[config.mk]
export PLATFORM = sky130hd
export DESIGN_NAME = dff_write_arbiter_flat
export DESIGN_NICKNAME = d
export VERILOG_FILES = /design/src/rtl/dff_write_arbiter_if.sv /design/src/rtl/dff_write_arbiter.sv /design/src/flat_wrapper.sv
export SDC_FILE = /design/constraint.sdc
export NUM_CORES = 1
export LEC_CHECK = 0
export BUFFER_PORTS_ARGS = -buffer_cell sky130_fd_sc_hd__buf_4
export CORE_MARGIN = 4
export CORE_UTILIZATION = 48
export CTS_BUF_LIST = sky130_fd_sc_hd__clkbuf_4 sky130_fd_sc_hd__clkbuf_8
export CTS_CLUSTER_DIAMETER = 120
export DETAILED_ROUTE_END_ITERATION = 16
export GPL_ROUTABILITY_DRIVEN = 0
export PLACE_DENSITY = 0.88
export SYNTH_ARGS = -nofsm -noshare
export SYNTH_HDL_FRONTEND = slang
export SYNTH_SLANG_ARGS = --single-unit
[constraint.sdc]
create_clock -name clk_i -period 2.04 [get_ports clk_i]
set_clock_uncertainty 0.15 [all_clocks]
set_input_delay 0.204 -clock clk_i [delete_from_list [all_inputs] [get_ports clk_i]]
set_output_delay 0.204 -clock clk_i [all_outputs]
set_load 0.05 [all_outputs]
[src/rtl/dff_write_arbiter_if.sv]
// Requester-side bundle for the shared-register write arbiter: write requests,
// clear request, grants, completion pulses and status.
interface dff_write_arbiter_if #(
  parameter int unsigned NREQ  = 4,
  parameter int unsigned WIDTH = 8
);

  logic [NREQ-1:0]       req_i;
  logic [NREQ*WIDTH-1:0] wdata_i;
  logic                  clr_i;
  logic [NREQ-1:0]       gnt_o;
  logic [NREQ-1:0]       ack_o;
  logic                  clr_ack_o;
  logic                  busy_o;
  logic                  err_o;

  modport master (
    output req_i,
    output wdata_i,
    output clr_i,
    input  gnt_o,
    input  ack_o,
    input  clr_ack_o,
    input  busy_o,
    input  err_o
  );

  modport slave (
    input  req_i,
    input  wdata_i,
    input  clr_i,
    output gnt_o,
    output ack_o,
    output clr_ack_o,
    output busy_o,
    output err_o
  );

endinterface

[src/rtl/dff_write_arbiter.sv]
// Round-robin write arbiter/sequencer for the shared sync_reset register: grants one
// requester per 3-cycle slot, drives d/srst, and verifies the readback one cycle later.
module dff_write_arbiter #(
  parameter int unsigned NREQ  = 4,
  parameter int unsigned WIDTH = 8
) (
  input  logic                     clk_i,
  input  logic                     rst_i,
  dff_write_arbiter_if.slave       bus,
  input  logic [WIDTH-1:0]         q_i,
  output logic [WIDTH-1:0]         d_o,
  output logic                     srst_o
);

  localparam int unsigned PTR_W = (NREQ > 1) ? $clog2(NREQ) : 1;

  typedef enum logic [2:0] {
    IDLE   = 3'd0,
    GRANT  = 3'd1,
    CHECK  = 3'd2,
    CLEAR  = 3'd3,
    CLRCHK = 3'd4
  } state_e;

  state_e            state_q, state_d;
  logic [PTR_W-1:0]  ptr_q, ptr_d;
  logic [PTR_W-1:0]  win_q, win_d;
  logic [WIDTH-1:0]  d_q, d_d;
  logic              srst_q, srst_d;
  logic [NREQ-1:0]   gnt_q, gnt_d;
  logic [NREQ-1:0]   ack_q, ack_d;
  logic              clr_ack_q, clr_ack_d;
  logic              busy_q, busy_d;
  logic              err_q, err_d;

  logic              arb_found_c;
  logic [PTR_W-1:0]  arb_idx_c;

  // (base + off) mod NREQ for operands below 2*NREQ
  function automatic logic [PTR_W-1:0] wrap_idx(input int unsigned base,
                                                input int unsigned off);
    int unsigned s;
    s = base + off;
    if (s >= NREQ) s = s - NREQ;
    return PTR_W'(s);
  endfunction

  // Round-robin search starting at ptr_q
  always_comb begin
    logic [PTR_W-1:0] cand;
    arb_found_c = 1'b0;
    arb_idx_c   = '0;
    cand        = '0;
    for (int unsigned i = 0; i < NREQ; i++) begin
      cand = wrap_idx(32'(ptr_q), i);
      if (!arb_found_c && bus.req_i[cand]) begin
        arb_found_c = 1'b1;
        arb_idx_c   = cand;
      end
    end
  end

  // Next-state and next-output logic; every output is the registered copy
  always_comb begin
    state_d   = state_q;
    ptr_d     = ptr_q;
    win_d     = win_q;
    d_d       = d_q;
    srst_d    = 1'b0;
    gnt_d     = gnt_q;
    ack_d     = '0;
    clr_ack_d = 1'b0;
    err_d     = err_q;

    unique case (state_q)
      IDLE: begin
        if (bus.clr_i) begin
          state_d = CLEAR;
          srst_d  = 1'b1;
        end else if (arb_found_c) begin
          state_d          = GRANT;
          win_d            = arb_idx_c;
          gnt_d            = '0;
          gnt_d[arb_idx_c] = 1'b1;
          d_d              = bus.wdata_i[32'(arb_idx_c) * WIDTH +: WIDTH];
        end
      end
      GRANT: begin
        state_d = CHECK;
        ack_d   = gnt_q;
      end
      CHECK: begin
        state_d = IDLE;
        gnt_d   = '0;
        ptr_d   = wrap_idx(32'(win_q), 32'd1);
        if (q_i != d_q) err_d = 1'b1;
      end
      CLEAR: begin
        state_d   = CLRCHK;
        clr_ack_d = 1'b1;
      end
      CLRCHK: begin
        state_d = IDLE;
        if (q_i != '0) err_d = 1'b1;
      end
      default: begin
        state_d = IDLE;
        gnt_d   = '0;
      end
    endcase

    busy_d = (state_d != IDLE);
  end

  // State and output registers
  always_ff @(posedge clk_i or negedge rst_i) begin
    if (!rst_i) begin
      state_q   <= IDLE;
      ptr_q     <= '0;
      win_q     <= '0;
      d_q       <= '0;
      srst_q    <= 1'b0;
      gnt_q     <= '0;
      ack_q     <= '0;
      clr_ack_q <= 1'b0;
      busy_q    <= 1'b0;
      err_q     <= 1'b0;
    end else begin
      state_q   <= state_d;
      ptr_q     <= ptr_d;
      win_q     <= win_d;
      d_q       <= d_d;
      srst_q    <= srst_d;
      gnt_q     <= gnt_d;
      ack_q     <= ack_d;
      clr_ack_q <= clr_ack_d;
      busy_q    <= busy_d;
      err_q     <= err_d;
    end
  end

  assign d_o           = d_q;
  assign srst_o        = srst_q;
  assign bus.gnt_o     = gnt_q;
  assign bus.ack_o     = ack_q;
  assign bus.clr_ack_o = clr_ack_q;
  assign bus.busy_o    = busy_q;
  assign bus.err_o     = err_q;

endmodule

[src/flat_wrapper.sv]
// flat-port wrapper written by rule: the top's interface ports become plain ports
module dff_write_arbiter_flat 
#(
  parameter int unsigned NREQ  = 4,
  parameter int unsigned WIDTH = 8
)
  (clk_i, rst_i, q_i, d_o, srst_o, bus_req_i, bus_wdata_i, bus_clr_i, bus_gnt_o, bus_ack_o, bus_clr_ack_o, bus_busy_o, bus_err_o);
  dff_write_arbiter_if #(.NREQ(NREQ), .WIDTH(WIDTH)) bus_i ();
  input  logic clk_i;
  input  logic rst_i;
  input  logic [WIDTH-1:0] q_i;
  output logic [WIDTH-1:0] d_o;
  output logic srst_o;
  input wire logic [$bits(bus_i.req_i)-1:0] bus_req_i;
  input wire logic [$bits(bus_i.wdata_i)-1:0] bus_wdata_i;
  input wire logic [$bits(bus_i.clr_i)-1:0] bus_clr_i;
  output wire logic [$bits(bus_i.gnt_o)-1:0] bus_gnt_o;
  output wire logic [$bits(bus_i.ack_o)-1:0] bus_ack_o;
  output wire logic [$bits(bus_i.clr_ack_o)-1:0] bus_clr_ack_o;
  output wire logic [$bits(bus_i.busy_o)-1:0] bus_busy_o;
  output wire logic [$bits(bus_i.err_o)-1:0] bus_err_o;
  assign bus_i.req_i = bus_req_i;
  assign bus_i.wdata_i = bus_wdata_i;
  assign bus_i.clr_i = bus_clr_i;
  assign bus_gnt_o = bus_i.gnt_o;
  assign bus_ack_o = bus_i.ack_o;
  assign bus_clr_ack_o = bus_i.clr_ack_o;
  assign bus_busy_o = bus_i.busy_o;
  assign bus_err_o = bus_i.err_o;
  dff_write_arbiter #(.NREQ(NREQ), .WIDTH(WIDTH)) u_core (.clk_i(clk_i), .rst_i(rst_i), .bus(bus_i), .q_i(q_i), .d_o(d_o), .srst_o(srst_o));
endmodule
# --- After elaboration in Yosys (flattened, before gate mapping) ---
# Index checks and enable logic that the tools add are counted.
totals:
  ff_bits: 27
  latchBits: 0
  ramBits: 0
  romBits: 0
  input_bits: 47
  elab_cells: 93
  n_memories: 0
op_classes:
  addsub: 9
  multipliers: 0
  div_mod_pow: 0
  magnitude_cmp: 11
  n_eq_ne: 9
  shifts: 1
  muxes: 36
  bitwise_logic: 2
  n_reduce_logical: 15
ops:
  columns: ["operator", "count"]
  rows:
  - ["$shiftx A32 B6 Y8", 1]
  - ["$mux W2", 9]
  - ["$lt A2 B3 Y1 const B", 5]
  - ["$mux W1", 14]
  - ["$ge A3 B3 Y1 const B", 4]
  - ["$mux W4", 3]
  - ["$sub A2 B1 Y2 const B", 5]
  - ["$pmux W3 S3", 1]
  - ["$reduce_and A3 Y1", 3]
  - ["$bmux W1 S2", 4]
  - ["$ne A8 B8 Y1", 1]
  - ["$pmux W4 S2", 1]
  - ["$reduce_bool A8 Y1", 1]
  - ["$add A2 B1 Y3 const B", 2]
  - ["$add A2 B2 Y3 const B", 2]
  - ["$eq A3 B2 Y1 const B", 2]
  - ["$mux W3", 2]
  - ["$ne A2 B1 Y1 const B", 3]
  - ["$logic_and A1 B1 Y1", 4]
  - ["$eq A3 B1 Y1 const B", 1]
  - ["$eq A3 B3 Y1 const B", 1]
  - ["$ge A2 B3 Y1 const B", 1]
  - ["$logic_not A1 Y1", 3]
  - ["$logic_not A3 Y1", 1]
  - ["8 further kinds", 9]

# --- Depth between registers and ports, before layout ---
logic_depth:
  ltp_word: 21
  ltp_mapped: 7
  ltp_nobuf: 5

# --- Least setup slack after synthesis ---
# Ideal clock, no wire load.
synth_path:
  path_type: "register to register"
  from: "reg u_core.d_q[6], in the netlist u_core.d_o[6]"
  to: "reg u_core.err_q, in the netlist u_core.bus.err_o"
  arrival_ps: 1332
  t_required_ps: 1766
  path_slack_ps: 434
  stages_incl_launch_ff: 6
  n_path_buf: 0
  cell_sequence: "dfrtp_1 xor2_1 nor4_1 a21oi_1 a31oi_1 o21bai_1"
synth_via:
  elab_chain_len: 3
synth_rtl:
  columns: ["item", "line", "rtl"]
  rows:
  - ["start: declaration", "dff_write_arbiter.sv:28", "logic [WIDTH-1:0] d_q, d_d;"]
  - ["start signal: assignment", "dff_write_arbiter.sv:121", "d_q <= '0;"]
  - ["start signal: assignment", "dff_write_arbiter.sv:132", "d_q <= d_d;"]
  - ["$ne A8 B8 Y1", "dff_write_arbiter.sv:96", "if (q_i != d_q) err_d = 1'b1;"]
  - ["$ne A2 B1 Y1 (no source line)", null, null]
  - ["$reduce_and A3 Y1 (no source line)", null, null]
  - ["end signal: assignment", "dff_write_arbiter.sv:138", "err_q <= err_d;"]
  - ["end: declaration", "dff_write_arbiter.sv:34", "logic err_q, err_d;"]
# No other way between the ends.
# A chain may end at the register's enable or synchronous reset.

# --- Worst setup path in the final report ---
layout_path:
  from: "reg u_core.ptr_q[0]"
  to: "reg u_core.d_q[0], in the netlist u_core.d_o[0]"
layout_via:
  elab_chain_len: 15
  elab_cells_between_ends: 39
  cone_classes: "7 x add/sub; 4 x order compare; 1 x shift; 20 x mux; 7 x reduce/logical"
layout_rtl:
  columns: ["item", "line", "rtl"]
  rows:
  - ["start: declaration", "dff_write_arbiter.sv:26", "logic [PTR_W-1:0] ptr_q, ptr_d;"]
  - ["start signal: assignment", "dff_write_arbiter.sv:130", "ptr_q <= ptr_d;"]
  - ["parallel branches: the longest is 15 deep, another holds $add A2 B1 Y3", null, null]
# Parallel ways; which one is timed is not known. The select of a mux whose other input is x is not followed.

==> flow_summary.ini <==
[status]
status = complete, no violations

[power]
leakagePower_uw = 0.000994
seq_power_share = 0.334
intPower_uw = 1410
pwr-share-clk = 0.089
powerDensity_nw_per_um2 = 1420
power_switching_uw = 1440
p_sw_frac = 0.506
ir_drop_mv = 0.804
pwr-share-comb = 0.577

[global_routing]
grt_pass1_vias = 1413
antenna_found_initial = 0
grt_overflow = 0
grt_usage = 0.217
grt_max_degree = 28
grt_pass1_wl_mm = 6.76

[final_layout]
diodes = 0
layout.nets = 258
seq_area_um2 = 676
drive_gt1_frac = 0.381
fill_cells = 201
area_growth_pct = 39.5
multiInputGateArea_um2 = 702

[placed_design]
dp_hpwl_mm = 3.24
portBuffers = 66

[route]
drc = 0
dr.first_iter.drc_count = 76
via_count = 1405
dr.pass1.iters = 4
wl_per_cell_um = 17.7
postRouteAntennaNets = 0
routed_wl_mm = 4.26
vias_per_cell = 5.83

[yosys]
synth.distinct_cells = 40
ys_seq_elements = 27
synth_area_um2 = 1440
synth_warnings = 0
synth_fp_nets = 189
postSynthCellCount = 142
syn_area_per_cell_um2 = 10.1
ys_seq_area_frac = 0.470
yosys.area.top_type_share = 0.470
synth_area_leader_cell = dfrtp_1
synth.area.top_cells = dfrtp_1 (47%), mux2i_1 (5.6%), a221oi_1 (4.9%)

[setup_path]
critical_path_class = flop to flop
cp-end-kind = flop
r2r_slack_ns = 0.21
path_max_fanout = 9
r2r_end = u_core.d_o[0]$_DFFE_PN0P_
startpoint = u_core.ptr_q[0]$_DFFE_PN0P_
worstSetupEndpoint = u_core.d_o[0]$_DFFE_PN0P_
required_ns = 2.10
r2r-start = u_core.ptr_q[0]$_DFFE_PN0P_
critical_path_arrival_ns = 1.90
cp-start-kind = flop
reg2regPathDepth = 5

[die]
die_area_um2 = 3940
num_io_pins = 67
rows = 19
die_w_um = 62.8
start_util = 0.513
core_area_um2 = 2810
die_h_um = 62.8

[sta]
timing.fmax_ghz = 0.545
drv_slew = 0
setup_viol = 0
rsz0062_at_grt = false
finalHoldWorstSlack_ns = 0.0172
finalCritPeriodShare = 0.899
layout_min_cycle_time_ns = 1.83
tightest_slew_ns = 0.561
hold_viol_final = 0
maxSlewHeadroom = 0.626
fin_tns_setup_ns = 0

[clocking]
cts_tree = done
root_buffer = clkbuf_4
numClockSinks = 27
clockBufferDepth = 2
clk_latency_ns = 0.34
post_cts_buffers = 0
cts_buffers = 3
path_clk_slew_ns = 0.16
cts.htree.levels = 1

[hold_path]
min_path_type = input port to flop
whs_path_depth = 3

[flow_run]
drv_cap = 0
-- synthesized netlist by cell type, drive strengths merged --
cell type / number
nor3: 2
o22a: 1
xnor2: 1
and3: 4
and2b: 2
o22ai: 9
a221oi: 8
and2: 2
nor2: 17
nor2b: 1
a21boi: 2
xor2: 8
o21a: 1
mux2i: 8
o21bai: 1
or3: 1
a31oi: 1
nor4: 5
o211a: 1
a21oi: 5
o211ai: 1
o31ai: 1
a22o: 2
buf: 7
dfrtp: 27
inv: 5
nand2: 10
o221ai: 2
o21ai: 5
nand2b: 2
-- routing by layer --
layer,vias to the layer above,part of all wire,global-route usage
li1,656,-,-
met1,694,0.39,0.256
met2,47,0.55,0.382
met3,8,0.044,0.0414
met4,0,0.022,0.0937
met5,-,0,0
-- what timing repair did --
action | CTS | global route
hold buffers | 2 | 1
endpoints found under the setup margin | 10 | 0
gates resized for setup | 1 | 0
hold endpoints to repair | 29 | 1
-- worst min-delay path by stage --
| stage | from | end | slack, ns |
|---|---|---|---|
| after floorplan | rst_i | u_core.bus.ack_o[0]$_DFF_PN0_ | -0.24 |
| after global placement | rst_i | u_core.bus.ack_o[3]$_DFF_PN0_ | -0.02 |
| after detailed placement | rst_i | u_core.bus.ack_o[3]$_DFF_PN0_ | -0.01 |
| after CTS | bus_wdata_i[10] | u_core.d_o[2]$_DFFE_PN0P_ | 0.005 |
| after global routing | bus_wdata_i[22] | u_core.d_o[6]$_DFFE_PN0P_ | 0.0005 |
| final | bus_wdata_i[14] | u_core.d_o[6]$_DFFE_PN0P_ | 0.02 |
-- power by group through the flow --
| stage | logic (uW) | registers, uW | clock network, uW |
|---|---|---|---|
| 6_report | 1640 | 951 | 254 |
| 5_1_grt | 1750 | 975 | 284 |
| 4_1_cts | 1640 | 945 | 260 |
| 3_5_place_dp | 1620 | 959 | 0 |
| 3_3_place_gp | 1580 | 940 | 0 |
| 2_1_floorplan | 706 | 1380 | 0 |
-- final cells by class --
cell class              count  area share
inverters                   5     0.00935
clock buffers               3      0.0112
multi-input cells         103       0.350
flip-flops and latches     27       0.337
clock inverters             1     0.00436
well taps                  31      0.0193
repair buffers             71       0.269
-- layout by cell type (no fill, tap or decap), types with 3 or more instances in the layout --
| cell | n |
|---|---|
| inv_1 | 5 |
| o22ai_1 | 8 |
| clkbuf_4 | 3 |
| mux2i_1 | 8 |
| a221oi_1 | 8 |
| o21ai_0 | 3 |
| xor2_1 | 8 |
| buf_4 | 68 |
| dlygate4sd3_1 | 3 |
| a21oi_1 | 4 |
| dfrtp_1 | 27 |
| and3_1 | 4 |
| nor2_1 | 17 |
| nand2_1 | 10 |
| nor4_1 | 4 |
-- flip-flops by register name, indices dropped and copies added (netlist names) --
register and flops:
u_core.bus.clr_ack_o 1, u_core.srst_o 1, u_core.bus.err_o 1, u_core.state_q 3
u_core.bus.ack_o 4, u_core.d_o 8, u_core.win_q 2, u_core.bus.gnt_o 4
u_core.ptr_q 2, u_core.bus.busy_o 1
-- worst max-delay path, stage by stage, from the launching register on --
cell,delay [ns]
dfrtp_1,0.47
and2b_1,0.24
o22a_1,0.13
o22ai_2,0.17
a221oi_1,0.42
o22ai_1,0.14
-- cells by family (layout without fill, tap and decap cells) --
logic type / count (synthesis) / after routing / synth area share
AND/OR/NAND/NOR: 46 / 46 / 0.163
AO/OA/AOI/OAI: 40 / 40 / 0.210
flip-flops: 27 / 27 / 0.470
buffers and inverters: 12 / 80 / 0.0470
XOR/XNOR: 9 / 9 / 0.0548
multiplexers: 8 / 8 / 0.0557
-- through the flow --
| step | instances | area [um2] | utilization | power [uW] | worst slack [ns] |
|---|---|---|---|---|---|
| 2_1_floorplan | 142 | 1440 | - | 2080 | 0.434 |
| 3_3_place_gp | 234 | 1940 | 0.691 | 2520 | 0.179 |
| 3_5_place_dp | 234 | 1940 | 0.691 | 2580 | 0.00817 |
| 4_1_cts | 240 | 2000 | 0.712 | 2850 | 0.231 |
| 5_1_grt | 241 | 2010 | 0.715 | 3010 | 0.0224 |
| 6_report | 241 | 2010 | 0.715 | 2850 | 0.206 |
Note: power is estimated with default switching activity, not from simulation.
